--- src/rtl/mops_sdo_responder_if.sv ---
// Request/response frame and ADC fetch signals between the SDO responder and its bus-side neighbours.
// The slave modport is the responder's view; master is the decoder/encoder/ADC side.
interface mops_sdo_responder_if;
    logic [75:0] rx_frame;
    logic        rx_valid;
    logic        rx_ready;
    logic [75:0] tx_frame;
    logic        tx_valid;
    logic        tx_ready;
    logic        adc_req;
    logic [4:0]  adc_ch;
    logic        adc_ack;
    logic [11:0] adc_value;

    modport slave (
        input  rx_frame, rx_valid, tx_ready, adc_ack, adc_value,
        output rx_ready, tx_frame, tx_valid, adc_req, adc_ch
    );

    modport master (
        output rx_frame, rx_valid, tx_ready, adc_ack, adc_value,
        input  rx_ready, tx_frame, tx_valid, adc_req, adc_ch
    );
endinterface

--- src/rtl/mops_sdo_responder.sv ---
// CANopen SDO server for one emulated MOPS node: answers expedited upload requests
// for the device type (0x1000) and ADC channels (0x2400), or replies with an SDO abort.
module mops_sdo_responder #(
    parameter logic [6:0]  NODE_ID      = 7'h01,
    parameter int unsigned ADC_CHANNELS = 32,
    parameter int unsigned ADC_TIMEOUT  = 1023,
    parameter logic [31:0] DEVICE_TYPE  = 32'h0000_0000
) (
    input  logic                        clk,
    input  logic                        rst,
    mops_sdo_responder_if.slave         bus,
    output logic [15:0]                 resp_cnt,
    output logic [15:0]                 abort_cnt,
    output logic                        busy
);

    localparam int unsigned TW       = (ADC_TIMEOUT > 1) ? $clog2(ADC_TIMEOUT) : 1;
    localparam logic [TW-1:0] TMO_LAST = TW'(ADC_TIMEOUT - 1);
    localparam logic [8:0]  CH_MAX   = 9'(ADC_CHANNELS);
    localparam logic [10:0] REQ_COB  = 11'h600 + 11'(NODE_ID);
    localparam logic [10:0] RESP_COB = 11'h580 + 11'(NODE_ID);

    localparam logic [7:0]  CMD_UPLOAD_REQ = 8'h40;
    localparam logic [7:0]  CMD_RESP_2B    = 8'h4B;
    localparam logic [7:0]  CMD_RESP_4B    = 8'h43;
    localparam logic [7:0]  CMD_ABORT      = 8'h80;

    localparam logic [31:0] ABORT_BAD_CMD  = 32'h0504_0001;
    localparam logic [31:0] ABORT_NO_OBJ   = 32'h0602_0000;
    localparam logic [31:0] ABORT_BAD_SUB  = 32'h0609_0011;
    localparam logic [31:0] ABORT_HW       = 32'h0800_0000;

    typedef enum logic [2:0] {
        ST_IDLE,
        ST_DECODE,
        ST_ADC_WAIT,
        ST_BUILD,
        ST_SEND
    } state_e;

    state_e         state_q, state_d;
    logic [10:0]    cob_q, cob_d;
    logic           rtr_q, rtr_d;
    logic [7:0]     cmd_q, cmd_d;
    logic [15:0]    index_q, index_d;
    logic [7:0]     sub_q, sub_d;
    logic [7:0]     resp_cmd_q, resp_cmd_d;
    logic [31:0]    value_q, value_d;
    logic [TW-1:0]  tmo_q, tmo_d;
    logic [4:0]     adc_ch_q, adc_ch_d;
    logic           adc_req_q, adc_req_d;
    logic [75:0]    tx_frame_q, tx_frame_d;
    logic           tx_valid_q, tx_valid_d;
    logic           rx_ready_q, rx_ready_d;
    logic           busy_q, busy_d;
    logic [15:0]    resp_cnt_q, resp_cnt_d;
    logic [15:0]    abort_cnt_q, abort_cnt_d;

    // Request bytes 4..7 carry no meaning for an upload request.
    logic unused_rx_bytes;
    assign unused_rx_bytes = ^bus.rx_frame[31:0];

    always_ff @(posedge clk) begin
        if (rst) begin
            state_q     <= ST_IDLE;
            cob_q       <= '0;
            rtr_q       <= 1'b0;
            cmd_q       <= '0;
            index_q     <= '0;
            sub_q       <= '0;
            resp_cmd_q  <= '0;
            value_q     <= '0;
            tmo_q       <= '0;
            adc_ch_q    <= '0;
            adc_req_q   <= 1'b0;
            tx_frame_q  <= '0;
            tx_valid_q  <= 1'b0;
            rx_ready_q  <= 1'b1;
            busy_q      <= 1'b0;
            resp_cnt_q  <= '0;
            abort_cnt_q <= '0;
        end else begin
            state_q     <= state_d;
            cob_q       <= cob_d;
            rtr_q       <= rtr_d;
            cmd_q       <= cmd_d;
            index_q     <= index_d;
            sub_q       <= sub_d;
            resp_cmd_q  <= resp_cmd_d;
            value_q     <= value_d;
            tmo_q       <= tmo_d;
            adc_ch_q    <= adc_ch_d;
            adc_req_q   <= adc_req_d;
            tx_frame_q  <= tx_frame_d;
            tx_valid_q  <= tx_valid_d;
            rx_ready_q  <= rx_ready_d;
            busy_q      <= busy_d;
            resp_cnt_q  <= resp_cnt_d;
            abort_cnt_q <= abort_cnt_d;
        end
    end

    always_comb begin
        state_d     = state_q;
        cob_d       = cob_q;
        rtr_d       = rtr_q;
        cmd_d       = cmd_q;
        index_d     = index_q;
        sub_d       = sub_q;
        resp_cmd_d  = resp_cmd_q;
        value_d     = value_q;
        tmo_d       = tmo_q;
        adc_ch_d    = adc_ch_q;
        tx_frame_d  = tx_frame_q;
        tx_valid_d  = tx_valid_q;
        resp_cnt_d  = resp_cnt_q;
        abort_cnt_d = abort_cnt_q;

        unique case (state_q)
            ST_IDLE: begin
                if (bus.rx_valid && rx_ready_q) begin
                    cob_d   = bus.rx_frame[75:65];
                    rtr_d   = bus.rx_frame[64];
                    cmd_d   = bus.rx_frame[63:56];
                    index_d = {bus.rx_frame[47:40], bus.rx_frame[55:48]};
                    sub_d   = bus.rx_frame[39:32];
                    state_d = ST_DECODE;
                end
            end

            // Frames for other nodes or remote requests are silently dropped.
            ST_DECODE: begin
                if (cob_q != REQ_COB || rtr_q) begin
                    state_d = ST_IDLE;
                end else begin
                    state_d    = ST_BUILD;
                    resp_cmd_d = CMD_ABORT;
                    if (cmd_q != CMD_UPLOAD_REQ) begin
                        value_d = ABORT_BAD_CMD;
                    end else if (index_q == 16'h1000) begin
                        if (sub_q == 8'd0) begin
                            resp_cmd_d = CMD_RESP_4B;
                            value_d    = DEVICE_TYPE;
                        end else begin
                            value_d = ABORT_BAD_SUB;
                        end
                    end else if (index_q == 16'h2400) begin
                        if (sub_q != 8'd0 && {1'b0, sub_q} <= CH_MAX) begin
                            state_d  = ST_ADC_WAIT;
                            adc_ch_d = 5'(sub_q - 8'd1);
                            tmo_d    = '0;
                        end else begin
                            value_d = ABORT_BAD_SUB;
                        end
                    end else begin
                        value_d = ABORT_NO_OBJ;
                    end
                end
            end

            // An acknowledge arriving on the final timeout cycle still wins.
            ST_ADC_WAIT: begin
                if (bus.adc_ack) begin
                    resp_cmd_d = CMD_RESP_2B;
                    value_d    = {20'd0, bus.adc_value};
                    state_d    = ST_BUILD;
                end else if (tmo_q == TMO_LAST) begin
                    resp_cmd_d = CMD_ABORT;
                    value_d    = ABORT_HW;
                    state_d    = ST_BUILD;
                end else begin
                    tmo_d = tmo_q + TW'(1);
                end
            end

            ST_BUILD: begin
                tx_frame_d = {RESP_COB, 1'b0, resp_cmd_q,
                              index_q[7:0], index_q[15:8], sub_q,
                              value_q[7:0], value_q[15:8], value_q[23:16], value_q[31:24]};
                tx_valid_d = 1'b1;
                state_d    = ST_SEND;
            end

            ST_SEND: begin
                if (bus.tx_ready) begin
                    tx_valid_d = 1'b0;
                    state_d    = ST_IDLE;
                    if (resp_cmd_q == CMD_ABORT) begin
                        if (abort_cnt_q != 16'hFFFF) abort_cnt_d = abort_cnt_q + 16'd1;
                    end else begin
                        if (resp_cnt_q != 16'hFFFF) resp_cnt_d = resp_cnt_q + 16'd1;
                    end
                end
            end

            default: state_d = ST_IDLE;
        endcase

        adc_req_d  = (state_d == ST_ADC_WAIT);
        rx_ready_d = (state_d == ST_IDLE);
        busy_d     = (state_d != ST_IDLE);
    end

    assign bus.rx_ready = rx_ready_q;
    assign bus.tx_frame = tx_frame_q;
    assign bus.tx_valid = tx_valid_q;
    assign bus.adc_req  = adc_req_q;
    assign bus.adc_ch   = adc_ch_q;
    assign resp_cnt     = resp_cnt_q;
    assign abort_cnt    = abort_cnt_q;
    assign busy         = busy_q;

endmodule

--- src/flat_wrapper.sv ---
// flat-port wrapper written by rule: the top's interface ports become plain ports
module mops_sdo_responder_flat 
#(
    parameter logic [6:0]  NODE_ID      = 7'h01,
    parameter int unsigned ADC_CHANNELS = 32,
    parameter int unsigned ADC_TIMEOUT  = 1023,
    parameter logic [31:0] DEVICE_TYPE  = 32'h0000_0000
)
  (clk, rst, resp_cnt, abort_cnt, busy, bus_rx_frame, bus_rx_valid, bus_tx_ready, bus_adc_ack, bus_adc_value, bus_rx_ready, bus_tx_frame, bus_tx_valid, bus_adc_req, bus_adc_ch);
  mops_sdo_responder_if bus_i ();
  input  logic clk;
  input  logic rst;
  output logic [15:0] resp_cnt;
  output logic [15:0] abort_cnt;
  output logic busy;
  input wire logic [$bits(bus_i.rx_frame)-1:0] bus_rx_frame;
  input wire logic [$bits(bus_i.rx_valid)-1:0] bus_rx_valid;
  input wire logic [$bits(bus_i.tx_ready)-1:0] bus_tx_ready;
  input wire logic [$bits(bus_i.adc_ack)-1:0] bus_adc_ack;
  input wire logic [$bits(bus_i.adc_value)-1:0] bus_adc_value;
  output wire logic [$bits(bus_i.rx_ready)-1:0] bus_rx_ready;
  output wire logic [$bits(bus_i.tx_frame)-1:0] bus_tx_frame;
  output wire logic [$bits(bus_i.tx_valid)-1:0] bus_tx_valid;
  output wire logic [$bits(bus_i.adc_req)-1:0] bus_adc_req;
  output wire logic [$bits(bus_i.adc_ch)-1:0] bus_adc_ch;
  assign bus_i.rx_frame = bus_rx_frame;
  assign bus_i.rx_valid = bus_rx_valid;
  assign bus_i.tx_ready = bus_tx_ready;
  assign bus_i.adc_ack = bus_adc_ack;
  assign bus_i.adc_value = bus_adc_value;
  assign bus_rx_ready = bus_i.rx_ready;
  assign bus_tx_frame = bus_i.tx_frame;
  assign bus_tx_valid = bus_i.tx_valid;
  assign bus_adc_req = bus_i.adc_req;
  assign bus_adc_ch = bus_i.adc_ch;
  mops_sdo_responder #(.NODE_ID(NODE_ID), .ADC_CHANNELS(ADC_CHANNELS), .ADC_TIMEOUT(ADC_TIMEOUT), .DEVICE_TYPE(DEVICE_TYPE)) u_core (.clk(clk), .rst(rst), .bus(bus_i), .resp_cnt(resp_cnt), .abort_cnt(abort_cnt), .busy(busy));
endmodule
--- config.mk ---
export PLATFORM = sky130hd
export DESIGN_NAME = mops_sdo_responder_flat
export DESIGN_NICKNAME = d
export VERILOG_FILES = /design/src/rtl/mops_sdo_responder_if.sv /design/src/rtl/mops_sdo_responder.sv /design/src/flat_wrapper.sv
export SDC_FILE = /design/constraint.sdc
export NUM_CORES = 1
export LEC_CHECK = 0
export CAP_MARGIN = 10
export CORE_AREA = 2 2 149 115
export CTS_CLUSTER_DIAMETER = 30
export CTS_CLUSTER_SIZE = 24
export DETAILED_ROUTE_END_ITERATION = 6
export DIE_AREA = 0 0 151 117
export GPL_TIMING_DRIVEN = 1
export PLACE_DENSITY_LB_ADDON = 0.08
export SKIP_CTS_REPAIR_TIMING = 1
export SYNTH_ARGS = -nofsm -noshare
export SYNTH_HDL_FRONTEND = slang
export SYNTH_SLANG_ARGS = --single-unit
--- constraint.sdc ---
create_clock -name clk -period 2 [get_ports clk]
set_input_delay 0.2 -clock clk [delete_from_list [all_inputs] [get_ports clk]]
set_output_delay 0.2 -clock clk [all_outputs]
set_load 0.1 [all_outputs]
==> results of run 1 <==
area by class of cell:
cell class | count | area share (%)
Sequential cell | 165 | 36.3
Multi-Input combinational cell | 590 | 34.8
Timing Repair Buffer | 217 | 19.6
Clock buffer | 21 | 5.31
Tap cell | 215 | 2.90
Clock inverter | 8 | 0.810
Inverter | 7 | 0.284
through the flow:
stage / setup WS [ns] / power, mW / util, %
5_1_grt: -0.160 / 7.47 / 56.8
3_5_place_dp: -0.127 / 4.11 / 52.2
2_1_floorplan: -0.0200 / 3.91 / -
4_1_cts: -0.151 / 7.25 / 55.6
3_3_place_gp: -0.125 / 4.10 / 52.2
6_report: -0.0442 / 7.21 / 56.8
metal layers:
metal | up-vias | track usage [%]
li1 | 3057 | -
met1 | 2830 | 26.4
met2 | 148 | 30.9
met3 | 19 | 4.30
met4 | 0 | 6.92
met5 | - | 0
power by group through the flow:
| stage | Sequential, mW | Combinational, mW | Clock (mW) |
|---|---|---|---|
| 2_1_floorplan | 3.46 | 0.444 | 0 |
| 3_3_place_gp | 3.45 | 0.654 | 0 |
| 3_5_place_dp | 3.45 | 0.661 | 0 |
| 4_1_cts | 3.38 | 0.663 | 3.21 |
| 5_1_grt | 3.40 | 0.739 | 3.34 |
| 6_report | 3.39 | 0.686 | 3.13 |
final timing paths:
check	startpoint	to	slack [ns]
setup reg to reg	u_core.index_q[11]	u_core.tmo_q[5]	-0.04
hold / removal	rst	u_core.value_q[24]	0.25
hold reg to reg	u_core.rtr_q	u_core.rtr_q	0.45
setup / recovery	u_core.index_q[11]	u_core.tmo_q[5]	-0.04
sequential cells by signal (all words and copies together) (netlist names), 8 cells and up:
register and flops:
u_core.cmd_q 8, u_core.index_q 16, u_core.bus.tx_frame 46, u_core.resp_cnt 16, u_core.value_q 18, u_core.abort_cnt 16
u_core.cob_q 11, u_core.tmo_q 10, u_core.sub_q 8
kinds of logic after synthesis:
group	Yosys count	synth area share, %
AND/OR/NAND/NOR	367	24.6
flip-flops	165	49.4
AO/OA/AOI/OAI	154	13.6
buffers and inverters	77	6.19
XOR/XNOR	36	4.71
adder cells (fa/ha/maj)	6	1.12
multiplexers	3	0.449
other	1	0.0560
Yosys cell counts (all sizes together), types with 2 or more instances:
master  instances  area (um2)
xor2           23         201
or4             2        18.8
inv             7        26.3
nor3           10        50.1
xnor2          13         114
nor4b           4        41.3
nand2b          3        18.8
a311oi          2        35.0
ha              6        75.1
and3            5        36.3
and2            4        25.0
and4            6        52.6
o21ai           7        35.0
clkbuf         35         131
a211o           2        17.5
nor3b           3        22.5
nand3b          2        15.0
nand4          13        81.3
mux2i           3        30.0
nor2b           2        12.5
nor4            8        56.3
nor2           62         235
a22o           10        87.6
dfxtp         165        3300
nand3          12        60.1
nand2         216         811
buf            35         257
or2             2        12.5
or3             8        50.1
a21oi         113         569
or3b            2        17.5
o31ai           2        15.0
a211oi         12        95.1
==> reports/qor.json, run 1 <==
{
  "min_period_over_period_pct": 102,
  "area.growth.synth_to_final_pct": 38.4,
  "finalMaxSlewViolations": 0,
  "route.detailed.wl_per_inst_um": 14.0,
  "seq_power_share_pct": 47.1,
  "global_route.overflow_total": 0,
  "postSynthRegisterBits": 165,
  "remaining_drc_errors": 0,
  "timing.final.setup_violations": 3,
  "finalNetCount": 1097,
  "place_congestion": 0.824,
  "multi_input_gate_area_in_the_final_layout_um2": 3220,
  "synth-edff-count": 0,
  "worst_path_largest_cell_delay_ns": 0.47,
  "clock_latency_ns": 0.43,
  "ys.flop_type": "sky130_fd_sc_hd__dfxtp_1",
  "timing.hold.worst.class": "in -> reg",
  "dr.pass1.iters": 5,
  "internal_dissipation_mw": 5.45,
  "cp_slowest_cell": "sky130_fd_sc_hd__or4_4",
  "grt_antenna_before_repair": 0,
  "detailroute.wirelength.met3_um": 788,
  "htree_num_levels": 4,
  "maxCapViolCount": 0,
  "cts_sinks": 165,
  "rsz0062_at_grt": "yes",
  "fin_worst_skew_ns": 0.0114,
  "vias_in_the_first_global_route": 5582,
  "path_clk_slew_ns": 0.06,
  "drt-total-wl_mm": 17.2,
  "violations_in_the_final_reports": "negative setup slack",
  "synth_area_per_cell_um2": 8.27,
  "grt_first_pass_wirelength_mm": 27.2,
  "min_path_cells": 2,
  "area.sequential_um2": 3370,
  "final_cell_mix": "215 x sky130_fd_sc_hd__nand2_1, 151 x sky130_fd_sc_hd__buf_4, 125 x sky130_fd_sc_hd__dfxtp_1, 110 x sky130_fd_sc_hd__a21oi_1, 59 x sky130_fd_sc_hd__clkdlybuf4s50_1",
  "final_design_area_no_fill_um2": 9260,
  "setup.worst_path.start_class": "flop",
  "grt_use_total_pct": 19.5,
  "max_freq_mhz": 489,
  "route.top_layer_used": "met4",
  "pin_slew_with_the_least_headroom_to_its_limit_ns": 0.541,
  "critical_path_buf_inv_count": 1,
  "clock_power_share_pct": 43.4,
  "critPathArrivalTime_ns": 2.41,
  "holdWs_ns": 0.250,
  "post-route-min-period_ns": 2.04,
  "largest_net_degree_at_the_start_of_global_routing": 48,
  "worst_ir_drop_vdd_v": 0.000526,
  "cp.required_ns": 2.36,
  "filler_cell_count": 1491,
  "cellPowerDensity_nw_per_um2": 778,
  "finalNonFillerCells": 1223,
  "crit_cells": 7,
  "report.final.hold_viol_count": 0,
  "p_switching_mw": 1.76,
  "pleak_nw": 3.60,
  "core_area_um2": 16300,
  "synth_async_sr_flop_share_pct": 0,
  "critical_path.max_fanout": 2,
  "worst-r2r-cell-count": 7,
  "maxSlewHeadroom_pct": 63.9,
  "critical_path_class": "reg -> reg",
  "fp.dieH_um": 117,
  "final.setup.worst_slack_ns": -0.0442,
  "start_util_pct": 41.0,
  "timing.critical_path.cells": "nor4_4, buf_4, and4_4, nand4_1, and3_4, or4_4, a21oi_2",
  "detailedPlacementHpwl_mm": 12.4,
  "wl_met1_mm": 8.17,
  "drive_gt1_share_pct": 26.4,
  "share_comb_of_total_power_pct": 9.5,
  "fin_tns_setup_ns": -0.100,
  "antenna_violating_nets_left": 0,
  "boundaryPins": 210,
  "placed_cells": 1189,
  "numCtsBuffers": 17,
  "avgViaCountPerCell": 4.95,
  "netlist_instances": 809,
  "synth_area_um2": 6690,
  "die_w_um": 151,
  "synth-warning-count": 0,
  "detailed_place.area_um2": 8510,
  "antenna_cells_inserted": 0,
  "synthDistinctLibCells": 54,
  "cts_tree": "built",
  "seq_total_area_yosys_pct": 49.4,
  "critical-path-top-delay-family": "simple AND/OR/NAND/NOR gates",
  "leading_cell_type_in_the_layout_fill_and_taps_excluded": "sky130_fd_sc_hd__nand2_1",
  "initialDrtViolationCount": 247,
  "outcome": "finished, violations left",
  "vias": 6054,
  "overall_die_area_um2": 17700,
  "floorplan.rows": 41,
  "switching_portion_of_total_power_pct": 24.4,
  "clk_root_buffer_cell": "sky130_fd_sc_hd__clkbuf_16",
  "crit_path_end_kind": "flop",
  "numPortBuffers": 154,
  "met2WireLength_mm": 7.97,
  "cts_buffer_depth": 2
}
Power figures use the tool's default switching activity.
==> inputs of run 2 (changes only) <==
--- a/config.mk
+++ b/config.mk
@@ -19 +19,2 @@
 export SYNTH_SLANG_ARGS = --single-unit
+export TNS_END_PERCENT = 50
--- a/constraint.sdc
+++ b/constraint.sdc
@@ -3,2 +3,2 @@
 set_output_delay 0.2 -clock clk [all_outputs]
-set_load 0.1 [all_outputs]
+set_load 0.005 [all_outputs]
==> reports/qor.json, run 2 (same netlist as run 1, synthesis figures left out) <==
{
  "detailroute.wirelength.met3": {"value": 1.04, "unit": "mm", "change": "+32%"},
  "drt-total-wl": {"value": 17.6, "unit": "mm", "change": "+2.3%"},
  "fp.dieH": {"value": 117, "unit": "um", "change": "unchanged"},
  "fin_tns_setup": {"value": -0.263, "unit": "ns", "change": "-0.163 ns"},
  "cp.required": {"value": 2.36, "unit": "ns", "change": "about the same"},
  "worst_ir_drop_vdd": {"value": 0.000575, "unit": "V", "change": "+9.4%"},
  "die_w": {"value": 151, "unit": "um", "change": "unchanged"},
  "final_design_area_no_fill": {"value": 9530, "unit": "um2", "change": "+2.9%"},
  "area.sequential": {"value": 3310, "unit": "um2", "change": "-1.8%"},
  "overall_die_area": {"value": 17700, "unit": "um2", "change": "unchanged"},
  "holdCritStartpoint": "rst",
  "met2WireLength": {"value": 7.99, "unit": "mm", "change": "+0.24%"},
  "worst-r2r-cell-count": {"value": 6, "change": "-1"},
  "internal_dissipation": {"value": 5.62, "unit": "mW", "change": "+3.2%"},
  "detailed_place.area": {"value": 8710, "unit": "um2", "change": "+2.3%"},
  "finalMaxSlewViolations": {"value": 0, "change": "unchanged"},
  "timing.hold.worst.class": "in -> reg",
  "remaining_drc_errors": {"value": 0, "change": "unchanged"},
  "largest_net_degree_at_the_start_of_global_routing": {"value": 54, "change": "+13%"},
  "initialDrtViolationCount": {"value": 323, "change": "+31%"},
  "critical_path.max_fanout": {"value": 5, "change": "+3"},
  "wl_met1": {"value": 8.37, "unit": "mm", "change": "+2.5%"},
  "cts_sinks": {"value": 165, "change": "unchanged"},
  "antenna_violating_nets_left": {"value": 0, "change": "unchanged"},
  "avgViaCountPerCell": {"value": 4.91, "change": "-0.75%"},
  "numPortBuffers": {"value": 154, "change": "unchanged"},
  "cellPowerDensity": {"value": 765, "unit": "nW/um2", "change": "-1.7%"},
  "max_freq": {"value": 471, "unit": "MHz", "change": "-3.6%"},
  "boundaryPins": {"value": 210, "change": "unchanged"},
  "pin_slew_with_the_least_headroom_to_its_limit": {"value": 0.652, "unit": "ns", "change": "+0.111 ns"},
  "clock_power_share": {"value": 46.3, "unit": "%", "change": "+2.9 points"},
  "multi_input_gate_area_in_the_final_layout": {"value": 3250, "unit": "um2", "change": "+0.93%"},
  "setup.worst_path.start_class": "flop",
  "maxCapViolCount": {"value": 0, "change": "unchanged"},
  "critPathArrivalTime": {"value": 2.48, "unit": "ns", "change": "+0.07 ns"},
  "cts_tree": "built",
  "seq_power_share": {"value": 46.5, "unit": "%", "change": "-0.6 points"},
  "switching_portion_of_total_power": {"value": 23.0, "unit": "%", "change": "-1.5 points"},
  "worst-r2r-setup-slack": {"value": -0.12, "unit": "ns", "change": "-0.08 ns"},
  "post-route-min-period": {"value": 2.12, "unit": "ns", "change": "+0.0767 ns"},
  "finalNonFillerCells": {"value": 1229, "change": "+0.49%"},
  "min_period_over_period": {"value": 106, "unit": "%", "change": "+3.8 points"},
  "rsz0062_at_grt": "yes",
  "pleak": {"value": 3.43, "unit": "nW", "change": "-4.9%"},
  "grt_antenna_before_repair": {"value": 0, "change": "unchanged"},
  "crit_path_end_kind": "flop",
  "critical_path_class": "reg -> reg",
  "grt_use_total": {"value": 20.0, "unit": "%", "change": "+0.48 points"},
  "start_util": {"value": 41.0, "unit": "%", "change": "unchanged"},
  "area.growth.synth_to_final_pct": 42.4,
  "final.setup.worst_slack": {"value": -0.121, "unit": "ns", "change": "-0.0767 ns"},
  "route.top_layer_used": "met4",
  "leading_cell_type_in_the_layout_fill_and_taps_excluded": "sky130_fd_sc_hd__nand2_1",
  "final_cell_mix": "215 x sky130_fd_sc_hd__nand2_1, 163 x sky130_fd_sc_hd__dfxtp_1, 153 x sky130_fd_sc_hd__clkdlybuf4s50_1, 109 x sky130_fd_sc_hd__a21oi_1, 65 x sky130_fd_sc_hd__buf_4",
  "floorplan.rows": {"value": 41, "change": "unchanged"},
  "min_path_cells": {"value": 2, "change": "unchanged"},
  "cts_buffer_depth": {"value": 2, "change": "unchanged"},
  "largest_register_ffs": {"value": 46, "change": "unchanged"},
  "outcome": "finished, violations left",
  "detailedPlacementHpwl": {"value": 12.1, "unit": "mm", "change": "-1.8%"},
  "core_area": {"value": 16300, "unit": "um2", "change": "unchanged"},
  "fin_worst_skew": {"value": 0.0139, "unit": "ns", "change": "+0.00253 ns"},
  "clock_latency": {"value": 0.43, "unit": "ns", "change": "about the same"},
  "filler_cell_count": {"value": 1463, "change": "-1.9%"},
  "clk_root_buffer_cell": "sky130_fd_sc_hd__clkbuf_16",
  "min_delay_worst_endpoint": "u_core.index_q[8]",
  "dr.pass1.iters": {"value": 4, "change": "-1"},
  "p_switching": {"value": 1.67, "unit": "mW", "change": "-4.9%"},
  "htree_num_levels": {"value": 4, "change": "unchanged"},
  "violations_in_the_final_reports": "negative setup slack",
  "vias": {"value": 6038, "change": "-0.26%"},
  "path_clk_slew": {"value": 0.06, "unit": "ns", "change": "about the same"},
  "global_route.overflow_total": {"value": 0, "change": "unchanged"},
  "placed_cells": {"value": 1194, "change": "+0.42%"},
  "grt_first_pass_wirelength": {"value": 27.9, "unit": "mm", "change": "+2.7%"},
  "rr_endpoint": "u_core.tmo_q[7]",
  "timing.final.setup_violations": {"value": 3, "change": "unchanged"},
  "maxSlewHeadroom": {"value": 56.5, "unit": "%", "change": "-7.4 points"},
  "share_comb_of_total_power": {"value": 7.1, "unit": "%", "change": "-2.4 points"},
  "finalNetCount": {"value": 1101, "change": "+0.36%"},
  "numCtsBuffers": {"value": 17, "change": "unchanged"},
  "route.detailed.wl_per_inst": {"value": 14.3, "unit": "um", "change": "+1.8%"},
  "place_congestion": {"value": 0.816, "change": "-1.1%"},
  "vias_in_the_first_global_route": {"value": 5709, "change": "+2.3%"},
  "antenna_cells_inserted": {"value": 0, "change": "unchanged"},
  "report.final.hold_viol_count": {"value": 0, "change": "unchanged"},
  "drive_gt1_share": {"value": 13.8, "unit": "%", "change": "-13 points"},
  "timing.rr.start": "u_core.state_q[2]"
}
==> run 2: cell types whose count changed in the layout (fill, tap and decap cells not counted), sizes merged <==
cell           before  now
clkdlybuf4s50      59  153
bufinv              1    3
clkinvlp            4    3
clkinv              3    2
buf               158   68
clkbuf             21   18
inv                 7   12
==> run 2: layout make-up <==
class,instances,share of cell area (%)
multi-input combinational,590,34.1
clock buffer,18,4.61
clock inverter,13,1.79
timing repair buffer,221,21.7
tap,215,2.82
inverter,7,0.276
sequential,165,34.7
==> run 2: power by group through the flow <==
stage	Sequential, mW	Clock, mW	Combinational (mW)
4_1_cts	3.38	3.46	0.483
5_1_grt	3.40	3.60	0.575
6_report	3.39	3.38	0.521
3_3_place_gp	3.45	0	0.470
3_5_place_dp	3.46	0	0.480
2_1_floorplan	3.45	0	0.259
==> run 2: stage by stage <==
stage / worst slack [ns] / power (mW) / utilization, % / hold slack, ns
after floorplan: -0.00809 / 3.71 / - / 0.326
after global placement: -0.231 / 3.92 / 53.4 / 0.440
after detailed placement: -0.271 / 3.94 / 53.4 / 0.446
after CTS: -0.296 / 7.32 / 57.1 / 0.254
after global routing: -0.179 / 7.57 / 58.4 / 0.306
final: -0.121 / 7.29 / 58.4 / 0.295
==> run 2: how the worst max path moves through the flow <==
stage	from	to	slack, ns
final	u_core.state_q[2]	u_core.tmo_q[7]	-0.12
after global routing	u_core.cob_q[9]	u_core.tmo_q[7]	-0.18
after detailed placement	u_core.cmd_q[0]	u_core.value_q[5]	-0.27
after CTS	u_core.cmd_q[0]	u_core.value_q[5]	-0.30
after floorplan	u_core.state_q[0]	u_core.tmo_q[7]	-0.008
after global placement	u_core.cmd_q[0]	u_core.tmo_q[5]	-0.23
==> run 2: worst max-delay path, cell delays in order (launching register included) <==
cell and delay, ns:
sky130_fd_sc_hd__dfxtp_2 0.35, sky130_fd_sc_hd__buf_4 0.14, sky130_fd_sc_hd__or3b_4 0.40, sky130_fd_sc_hd__a211o_1 0.35
sky130_fd_sc_hd__or3_4 0.34, sky130_fd_sc_hd__or3_1 0.35, sky130_fd_sc_hd__a21oi_2 0.14
==> run 2: routing by layer <==
layer | global-route usage [%] | up-vias
met5 | 0 | -
met2 | 31.8 | 137
li1 | - | 3068
met4 | 6.04 | 0
met3 | 6.05 | 9
met1 | 26.4 | 2824
==> inputs of run 3 (changes only) <==
DONT_BUFFER_PORTS = 1   (was unset)
==> reports/qor.json, run 3 (same netlist as run 1, synthesis figures left out) <==
{
  "outcome": "finished, violations left",
  "violations_in_the_final_reports": "negative hold slack, negative setup slack",
  "crit_end": "u_core.tmo_q[7]",
  "cp.required": {"value": 2.35, "unit": "ns", "change": "about the same"},
  "drive_gt1_share": {"value": 15.8, "unit": "%", "change": "+2.0 points"},
  "avgViaCountPerCell": {"value": 5.13, "change": "+4.4%"},
  "vias_in_the_first_global_route": {"value": 5211, "change": "-8.7%"},
  "global_route.overflow_total": {"value": 0, "change": "unchanged"},
  "worst_ir_drop_vdd": {"value": 0.000496, "unit": "V", "change": "-14%"},
  "dr.pass1.iters": {"value": 5, "change": "+1"},
  "die_w": {"value": 151, "unit": "um", "change": "unchanged"},
  "timing.critical_path.from": "u_core.state_q[2]",
  "worst-r2r-cell-count": {"value": 6, "change": "unchanged"},
  "finalMaxSlewViolations": {"value": 0, "change": "unchanged"},
  "grt_first_pass_wirelength": {"value": 26.8, "unit": "mm", "change": "-4.0%"},
  "cts_tree": "built",
  "drt-total-wl": {"value": 17.0, "unit": "mm", "change": "-3.1%"},
  "numCtsBuffers": {"value": 17, "change": "unchanged"},
  "antenna_violating_nets_left": {"value": 0, "change": "unchanged"},
  "core_area": {"value": 16300, "unit": "um2", "change": "unchanged"},
  "clk_root_buffer_cell": "sky130_fd_sc_hd__clkbuf_16",
  "critPathArrivalTime": {"value": 2.42, "unit": "ns", "change": "-0.06 ns"},
  "timing.hold.worst.class": "in -> reg",
  "rr_endpoint": "u_core.tmo_q[7]",
  "critical_path_class": "reg -> reg",
  "detailedPlacementHpwl": {"value": 11.5, "unit": "mm", "change": "-4.9%"},
  "critical_path.max_fanout": {"value": 5, "change": "unchanged"},
  "max_freq": {"value": 483, "unit": "MHz", "change": "+2.5%"},
  "cellPowerDensity": {"value": 874, "unit": "nW/um2", "change": "+14%"},
  "cts_buffer_depth": {"value": 2, "change": "unchanged"},
  "start_util": {"value": 41.0, "unit": "%", "change": "unchanged"},
  "min_period_over_period": {"value": 103, "unit": "%", "change": "-2.6 points"},
  "fp.dieH": {"value": 117, "unit": "um", "change": "unchanged"},
  "pleak": {"value": 2.91, "unit": "nW", "change": "-15%"},
  "largest_register_ffs": {"value": 46, "change": "unchanged"},
  "power": {"value": 7.04, "unit": "mW", "change": "-3.6%"},
  "clock_latency": {"value": 0.42, "unit": "ns", "change": "about the same"},
  "timing.final.setup_violations": {"value": 3, "change": "unchanged"},
  "grt_use_total": {"value": 19.3, "unit": "%", "change": "-0.66 points"},
  "holdCritStartpoint": "rst",
  "floorplan.rows": {"value": 41, "change": "unchanged"},
  "vias": {"value": 5579, "change": "-7.6%"},
  "boundaryPins": {"value": 210, "change": "unchanged"},
  "final.setup.worst_slack": {"value": -0.0698, "unit": "ns", "change": "+0.0511 ns"},
  "numPortBuffers": {"value": 0, "change": "-100%"},
  "setup.worst_path.start_class": "flop",
  "crit_path_end_kind": "flop",
  "detailed_place.area": {"value": 7170, "unit": "um2", "change": "-18%"},
  "post-route-min-period": {"value": 2.07, "unit": "ns", "change": "-0.0511 ns"},
  "area.growth.synth_to_final_pct": 20.3,
  "largest_net_degree_at_the_start_of_global_routing": {"value": 145, "change": "+170%"},
  "dp_slack": {"value": -0.218, "unit": "ns", "change": "+0.0528 ns"},
  "fin_worst_skew": {"value": 0.00906, "unit": "ns", "change": "-0.00486 ns"},
  "timing.rr.start": "u_core.state_q[2]",
  "final_cell_mix": "215 x sky130_fd_sc_hd__nand2_1, 163 x sky130_fd_sc_hd__dfxtp_1, 111 x sky130_fd_sc_hd__a21oi_1, 64 x sky130_fd_sc_hd__buf_4, 60 x sky130_fd_sc_hd__nor2_1",
  "final_design_area_no_fill": {"value": 8050, "unit": "um2", "change": "-16%"},
  "overall_die_area": {"value": 17700, "unit": "um2", "change": "unchanged"},
  "grt_antenna_before_repair": {"value": 0, "change": "unchanged"},
  "maxCapViolCount": {"value": 0, "change": "unchanged"},
  "htree_num_levels": {"value": 4, "change": "unchanged"},
  "remaining_drc_errors": {"value": 0, "change": "unchanged"},
  "place_congestion": {"value": 0.776, "change": "-4.8%"},
  "finalNetCount": {"value": 959, "change": "-13%"},
  "post-route-util": {"value": 49.4, "unit": "%", "change": "-9.1 points"},
  "route.detailed.wl_per_inst": {"value": 15.6, "unit": "um", "change": "+9.4%"},
  "holdWs": {"value": -0.155, "unit": "ns", "change": "-0.450 ns"},
  "rsz0062_at_grt": "yes",
  "leading_cell_type_in_the_layout_fill_and_taps_excluded": "sky130_fd_sc_hd__nand2_1",
  "antenna_cells_inserted": {"value": 0, "change": "unchanged"},
  "cts_sinks": {"value": 165, "change": "unchanged"},
  "path_clk_slew": {"value": 0.07, "unit": "ns", "change": "about the same"},
  "filler_cell_count": {"value": 1590, "change": "+8.7%"},
  "worst-r2r-setup-slack": {"value": -0.07, "unit": "ns", "change": "+0.05 ns"},
  "report.final.hold_viol_count": {"value": 140, "change": "+140"},
  "initialDrtViolationCount": {"value": 281, "change": "-13%"}
}
## run 3: worst min path at each step
| stage | depth (start not counted) | endpoint |
|---|---|---|
| final | 1 | u_core.index_q[8] |
| after detailed placement | 1 | u_core.index_q[8] |
| after floorplan | 1 | u_core.value_q[10] |
| after global placement | 1 | u_core.bus.tx_frame[50] |
| after global routing | 1 | u_core.index_q[8] |
| after CTS | 1 | u_core.index_q[8] |
## run 3: stage by stage
stage,cells,TNS [ns]
final,1088,-0.178
after CTS,1072,-3.41
after detailed placement,1040,-3.00
after global placement,1040,-1.99
after global routing,1088,-2.26
after floorplan,831,-0.0162
## run 3: cell type report
cell class	instances	area [um2]	area share, %
multi-input cells	590	3200	39.7
clock inverters	13	146	1.82
repair buffers	79	653	8.11
clock buffers	19	453	5.62
flip-flops and latches	165	3310	41.1
well taps	215	269	3.34
inverters	7	26.3	0.326
## run 3: metal layers
layer	share of wire [%]	vias up	track usage (%)
met1	46	2625	25.2
li1	-	2789	-
met3	8.0	9	7.87
met2	45	156	30.1
met5	0	-	0
met4	0.82	0	4.67
## run 3: critical path: stages, from the launching register on
cell and delay, ns:
sky130_fd_sc_hd__dfxtp_2 0.32, sky130_fd_sc_hd__buf_4 0.15, sky130_fd_sc_hd__or3b_4 0.41, sky130_fd_sc_hd__a211o_1 0.34, sky130_fd_sc_hd__or3_1 0.32, sky130_fd_sc_hd__or3_1 0.35, sky130_fd_sc_hd__a21oi_1 0.12
## run 3: where the power goes
group / total, mW / switching [mW] / internal [mW]
logic: 0.335 / 0.180 / 0.155
clock network: 3.31 / 1.39 / 1.92
registers: 3.39 / 0.0468 / 3.35
total: 7.04 / 1.61 / 5.42
